`config.mk`:
```
export PLATFORM = sky130hd
export DESIGN_NAME = poly_tone_gen
export DESIGN_NICKNAME = d
export VERILOG_FILES = /design/src/rtl/poly_tone_gen.sv
export SDC_FILE = /design/constraint.sdc
export NUM_CORES = 1
export LEC_CHECK = 0
export ABC_CLOCK_PERIOD_IN_PS = 5000
export CAP_MARGIN = 20
export CORE_ASPECT_RATIO = 0.9
export CORE_MARGIN = 3
export CORE_UTILIZATION = 30
export CTS_CLUSTER_DIAMETER = 50
export DETAILED_ROUTE_END_ITERATION = 8
export SLEW_MARGIN = 20
export SYNTH_ARGS = -nofsm -noshare
export SYNTH_HDL_FRONTEND = slang
export SYNTH_HIERARCHICAL = 1
export SYNTH_SLANG_ARGS = --single-unit
```
`constraint.sdc`:
```
create_clock -name clk -period 5 [get_ports clk]
set_input_delay 1 -clock clk [delete_from_list [all_inputs] [get_ports clk]]
set_output_delay 1 -clock clk [all_outputs]
set_load 0.05 [all_outputs]
```
`src/rtl/poly_tone_gen.sv`:
```
// poly_tone_gen: N-voice square-wave tone generator. Twelve synchronized note keys
// plus an octave select drive NUM_VOICES voices, in mono (lowest key wins) or poly
// (first-free voice allocator) mode. Voices are summed into a registered level bus
// and converted to a first-order sigma-delta PDM pin.

// One square-wave voice: clear has priority over start, start over free-running.
module ptg_voice #(
  parameter int DIV_W = 16
) (
  input  logic             clk,
  input  logic             rst,
  input  logic             clr,
  input  logic             start,
  input  logic [3:0]       start_tag,
  input  logic [DIV_W-1:0] hp,
  output logic             sq,
  output logic             busy,
  output logic [3:0]       tag
);
  logic [DIV_W-1:0] cnt;

  // a started voice counts from zero with sq low, so its first rise lands hp cycles later
  always_ff @(posedge clk or posedge rst) begin
    if (rst) begin
      cnt  <= '0;
      sq   <= 1'b0;
      busy <= 1'b0;
      tag  <= '0;
    end else if (clr) begin
      cnt  <= '0;
      sq   <= 1'b0;
      busy <= 1'b0;
      tag  <= '0;
    end else if (start) begin
      cnt  <= '0;
      sq   <= 1'b0;
      busy <= 1'b1;
      tag  <= start_tag;
    end else if (busy) begin
      if (cnt == hp - 1'b1) begin
        cnt <= '0;
        sq  <= ~sq;
      end else begin
        cnt <= cnt + 1'b1;
      end
    end
  end
endmodule

module poly_tone_gen #(
  parameter  int NUM_VOICES = 4,
  parameter  int DIV_W      = 16,
  parameter  int OCT_W      = 4,
  parameter  int MAX_OCT    = 8,
  localparam int LVL_W      = $clog2(NUM_VOICES + 1)
) (
  input  logic                  clk,
  input  logic                  rst,
  input  logic [11:0]           keys,
  input  logic [OCT_W-1:0]      octave,
  input  logic                  mode,
  output logic [NUM_VOICES-1:0] voice_sq,
  output logic [NUM_VOICES-1:0] voice_busy,
  output logic [LVL_W-1:0]      level,
  output logic                  pdm_out,
  output logic                  full
);
  localparam int ACC_W = $clog2(2 * NUM_VOICES);
  localparam int S_W   = ACC_W + 1;
  localparam int VID_W = (NUM_VOICES > 1) ? $clog2(NUM_VOICES) : 1;

  logic [11:0]      keys_s1, ks;
  logic             mode_r, mode_p;
  logic [OCT_W-1:0] oct_r, oct_p, oct_sat;
  logic             chg;

  logic [NUM_VOICES-1:0][3:0]       tag;
  logic [NUM_VOICES-1:0][DIV_W-1:0] hp;
  logic [NUM_VOICES-1:0]            clr, start, key_on;
  logic [3:0]                       start_tag;

  logic [11:0]      held, pend;
  logic             new_vld, low_vld, free_vld;
  logic [3:0]       new_key, low_key;
  logic [VID_W-1:0] free_v;

  logic [LVL_W-1:0] pop;
  logic [ACC_W-1:0] acc;
  logic [S_W-1:0]   pdm_sum;

  // octave-0 half periods in clocks, C..B
  function automatic logic [DIV_W-1:0] rom_hp(input logic [3:0] k);
    case (k)
      4'd0:    rom_hp = DIV_W'(30581);
      4'd1:    rom_hp = DIV_W'(28860);
      4'd2:    rom_hp = DIV_W'(27241);
      4'd3:    rom_hp = DIV_W'(25714);
      4'd4:    rom_hp = DIV_W'(24271);
      4'd5:    rom_hp = DIV_W'(22910);
      4'd6:    rom_hp = DIV_W'(21622);
      4'd7:    rom_hp = DIV_W'(20408);
      4'd8:    rom_hp = DIV_W'(19264);
      4'd9:    rom_hp = DIV_W'(18182);
      4'd10:   rom_hp = DIV_W'(17161);
      4'd11:   rom_hp = DIV_W'(16198);
      default: rom_hp = DIV_W'(16198);
    endcase
  endfunction

  // keys are raw pins: two flops; mode/octave get one sample flop plus a history flop
  always_ff @(posedge clk or posedge rst) begin
    if (rst) begin
      keys_s1 <= '0;
      ks      <= '0;
      mode_r  <= 1'b0;
      mode_p  <= 1'b0;
      oct_r   <= '0;
      oct_p   <= '0;
    end else begin
      keys_s1 <= keys;
      ks      <= keys_s1;
      mode_r  <= mode;
      mode_p  <= mode_r;
      oct_r   <= octave;
      oct_p   <= oct_r;
    end
  end

  // any change of the sampled mode/octave flushes every voice for one cycle
  assign chg     = (mode_r != mode_p) || (oct_r != oct_p);
  assign oct_sat = (oct_r > OCT_W'(MAX_OCT)) ? OCT_W'(MAX_OCT) : oct_r;

  // per-voice half period follows its tag; octave is stable for a voice's lifetime
  always_comb begin
    hp = '0;
    for (int v = 0; v < NUM_VOICES; v++) hp[v] = rom_hp(tag[v]) >> oct_sat;
  end

  // allocator: which keys are held, which voices lost their key, lowest pending key / free voice
  always_comb begin
    held      = '0;
    key_on    = '0;
    new_vld   = 1'b0;
    new_key   = '0;
    low_vld   = 1'b0;
    low_key   = '0;
    free_vld  = 1'b0;
    free_v    = '0;
    clr       = '0;
    start     = '0;
    start_tag = '0;
    for (int k = 0; k < 12; k++) begin
      for (int v = 0; v < NUM_VOICES; v++) begin
        if (voice_busy[v] && tag[v] == 4'(k)) begin
          held[k]   = 1'b1;
          key_on[v] = key_on[v] | ks[k];
        end
      end
    end
    pend = ks & ~held;
    for (int k = 11; k >= 0; k--) begin
      if (pend[k]) begin
        new_vld = 1'b1;
        new_key = 4'(k);
      end
      if (ks[k]) begin
        low_vld = 1'b1;
        low_key = 4'(k);
      end
    end
    // free voice is judged on current state, so a voice freed this cycle waits one cycle
    for (int v = NUM_VOICES - 1; v >= 0; v--) begin
      if (!voice_busy[v]) begin
        free_vld = 1'b1;
        free_v   = VID_W'(v);
      end
    end
    if (mode_r) begin
      start_tag = new_key;
      for (int v = 0; v < NUM_VOICES; v++) begin
        clr[v]   = chg | (voice_busy[v] & ~key_on[v]);
        start[v] = ~chg & new_vld & free_vld & (free_v == VID_W'(v));
      end
    end else begin
      start_tag = low_key;
      clr       = '1;
      clr[0]    = chg | ~low_vld;
      start[0]  = ~chg & low_vld & (~voice_busy[0] | (tag[0] != low_key));
    end
  end

  assign full = mode_r & (|pend) & (&voice_busy);

  for (genvar v = 0; v < NUM_VOICES; v++) begin : g_voice
    ptg_voice #(.DIV_W(DIV_W)) u_voice (
      .clk       (clk),
      .rst       (rst),
      .clr       (clr[v]),
      .start     (start[v]),
      .start_tag (start_tag),
      .hp        (hp[v]),
      .sq        (voice_sq[v]),
      .busy      (voice_busy[v]),
      .tag       (tag[v])
    );
  end

  // popcount of the live square waves
  always_comb begin
    pop = '0;
    for (int v = 0; v < NUM_VOICES; v++) pop = pop + LVL_W'(voice_sq[v]);
  end

  assign pdm_sum = S_W'(acc) + S_W'(level);

  // level register and first-order sigma-delta: density of ones is level/NUM_VOICES
  always_ff @(posedge clk or posedge rst) begin
    if (rst) begin
      level   <= '0;
      acc     <= '0;
      pdm_out <= 1'b0;
    end else begin
      level <= pop;
      if (pdm_sum >= S_W'(NUM_VOICES)) begin
        pdm_out <= 1'b1;
        acc     <= ACC_W'(pdm_sum - S_W'(NUM_VOICES));
      end else begin
        pdm_out <= 1'b0;
        acc     <= ACC_W'(pdm_sum);
      end
    end
  end
endmodule

```
==> results.toml <==
[outcome]
status = "finished clean"

[critical_path]
cp_num_buf_inv = 2
cp.arrival_ns = 3.63
max_stage_delay_ns = 0.70
crit_type = "flip-flop to primary output"
crit_path_max_fanout = 12
cpMaxStageDelayCell = "clkdlybuf4s50_1"
start_kind = "flip-flop"
crit_chain = "inv_1 -> ha_1 -> nand2_1 -> o21ai_0 -> o22ai_1 -> nor3_1 -> nand3_1 -> o31a_1 -> clkdlybuf4s50_1"
critPathCaptureType = "primary output"
critPathTopFamily = "buffers and inverters"
critical_path_required_ns = 4.00

[clock_network]
cts_buffers = 17
cts_setup_buffers = 0
clkSlewWorstSetupHoldPaths_ns = 0.06
clk_latency_ns = 0.44
hold_buffers = 0
h-tree-depth = 4
clock-root-buffer = "clkbuf_16"
cts_tree = "done"
clock_sinks = 129
clockBufferDepth = 2
post_cts_resize_count = 0

[timing]
tns_ns = 0
fmax_mhz = 216
slew_violations = 0
hold_viol_final = 0
tightestPinTransition_ns = 1.02
post-route-period-util_pct = 92.5
setup_viol = 0
holdWs_ns = 0.347
layout_min_cycle_time_ns = 4.63
worst_clock_skew_ns = 0.0106
rsz0062_at_grt = "no"
relSlewSlack_pct = 31.9

[global_routing]
antenna_found_initial = 0
grt_pass1_vias = 11696
grt_pass1_wl_um = 64400
grt_overflow = 0
grt_usage_pct = 17.7
grt_max_degree = 42

[routing]
drc = 0
vias_per_cell = 5.67
vias = 12170
wl_per_cell_um = 18.5
ant_nets = 0
routed_wl_um = 39600
first_pass_iters = 5
drtIter0Drc = 1478

[floorplanning]
die_y_um = 201
core_area_um2 = 41100
start_util_pct = 30.7
die_w_um = 222
top_level_ports = 32
dieArea_um2 = 44500
rows = 70

[power_and_ir_drop]
p_per_area_nw_per_um2 = 203
p_leak_nw = 5.16
peakVddDrop_mv = 0.186

[synthesis]
syn_area_um2 = 12600
syn_avg_cell_area_um2 = 7.93
ys_ff_latch = 129
yosysWarnings = 6
syn-instance-count = 1591
synthArstFlopShare_pct = 100
synth-main-ff-cell = "dfrtp_1"
synth_edf_count = 0
seq_area_frac_synth_pct = 25.6
synth_cell_type_count = 77

[layout]
fillers = 4240
layout-drive-gt1-share_pct = 8.84
diodes = 0
nNetsFinal = 1656
area_growth_syn_to_layout_pct = 12.3

[placed_design]
gp_congestion = 0.961
hpwl_um = 29500
io_buffers = 31

[min_path]
hp-class = "flip-flop to flip-flop"

[flow_run]
maxCapViolations = 0
## cells in the mapped netlist (all sizes together) (41+ instances only)
cell type | number | area, um2
nor2 | 192 | 731
nand2 | 133 | 499
dfrtp | 129 | 3230
o21ai | 98 | 490
xnor2 | 88 | 771
nand3 | 83 | 415
a21oi | 68 | 340
buf | 54 | 299
xor2 | 51 | 447
inv | 50 | 188
clkbuf | 45 | 169
mux2i | 42 | 420
ha | 41 | 513
nor3 | 41 | 205
## stage by stage
stage	power, mW	cells	utilization, %	worst slack (ns)	cell area (um2)
6_report	2.88	2147	34.5	0.375	14200
3_3_place_gp	1.51	2115	32.9	0.531	13500
3_5_place_dp	1.52	2115	32.9	0.453	13500
2_1_floorplan	1.39	1594	-	0.938	12600
5_1_grt	3.01	2147	34.5	0.00187	14200
4_1_cts	2.91	2147	34.5	0.396	14200
## per-layer routing
layer  wire (um)  global-route usage [%]
met1       18300                    24.9
met2       17500                    26.6
met3        2920                    4.69
met4         933                    5.30
met5           0                       0
## state kept, by name (all words and copies together), names as in the netlist, 3 cells and up
| name | count |
|---|---|
| g_voice.u_voice/tag | 16 |
| keys_s1 | 12 |
| oct_p | 4 |
| oct_r | 4 |
| g_voice.u_voice/sq | 4 |
| g_voice.u_voice/busy | 4 |
| acc | 3 |
| level | 3 |
| g_voice.u_voice/cnt | 64 |
| ks | 12 |
## power by group
group / switching [mW] / internal, mW
Clock: 0.498 / 0.873
Sequential: 0.0287 / 1.06
Combinational: 0.265 / 0.153
## worst paths after layout
check	to	slack, ns	from	depth (start not counted)
setup / recovery	full	0.37	g_voice[0].u_voice/tag[0]	9
hold / removal	ks[9]	0.35	keys_s1[9]	0
setup reg to reg	g_voice[0].u_voice/sq	0.41	g_voice[0].u_voice/tag[0]	17
hold reg to reg	ks[9]	0.35	keys_s1[9]	0
max in group asynchronous	g_voice[0].u_voice/cnt[9]	2.98	rst	2
min in group asynchronous	pdm_out	1.13	rst	2
## placed cells by master, fill, tap and decap left out, types with 42 or more instances in the layout
cell / instances
dfrtp_1: 129
inv_1: 49
nand3_1: 83
xor2_1: 51
buf_4: 48
a21oi_1: 68
mux2i_1: 42
xnor2_1: 88
o21ai_0: 96
nor2_1: 188
nand2_1: 133
## logic make-up after synthesis
kind of cell | synth area share [%]
simple gates | 27.4
flops | 25.6
mux | 5.66
compound gates | 22.1
other cells | 0.0297
fa+ha+maj | 4.39
xor+xnor | 9.65
buf+inv | 5.26
## area by class of cell
| class | count | area (um2) | share of cell area (%) |
|---|---|---|---|
| Clock buffer | 23 | 478 | 3.38 |
| Inverter | 52 | 195 | 1.38 |
| Multi-Input combinational cell | 1314 | 8740 | 61.7 |
| Sequential cell | 129 | 3230 | 22.8 |
| Clock inverter | 9 | 154 | 1.09 |
| Tap cell | 540 | 676 | 4.77 |
| Timing Repair Buffer | 80 | 691 | 4.88 |
(Power assumes the default switching activity.)
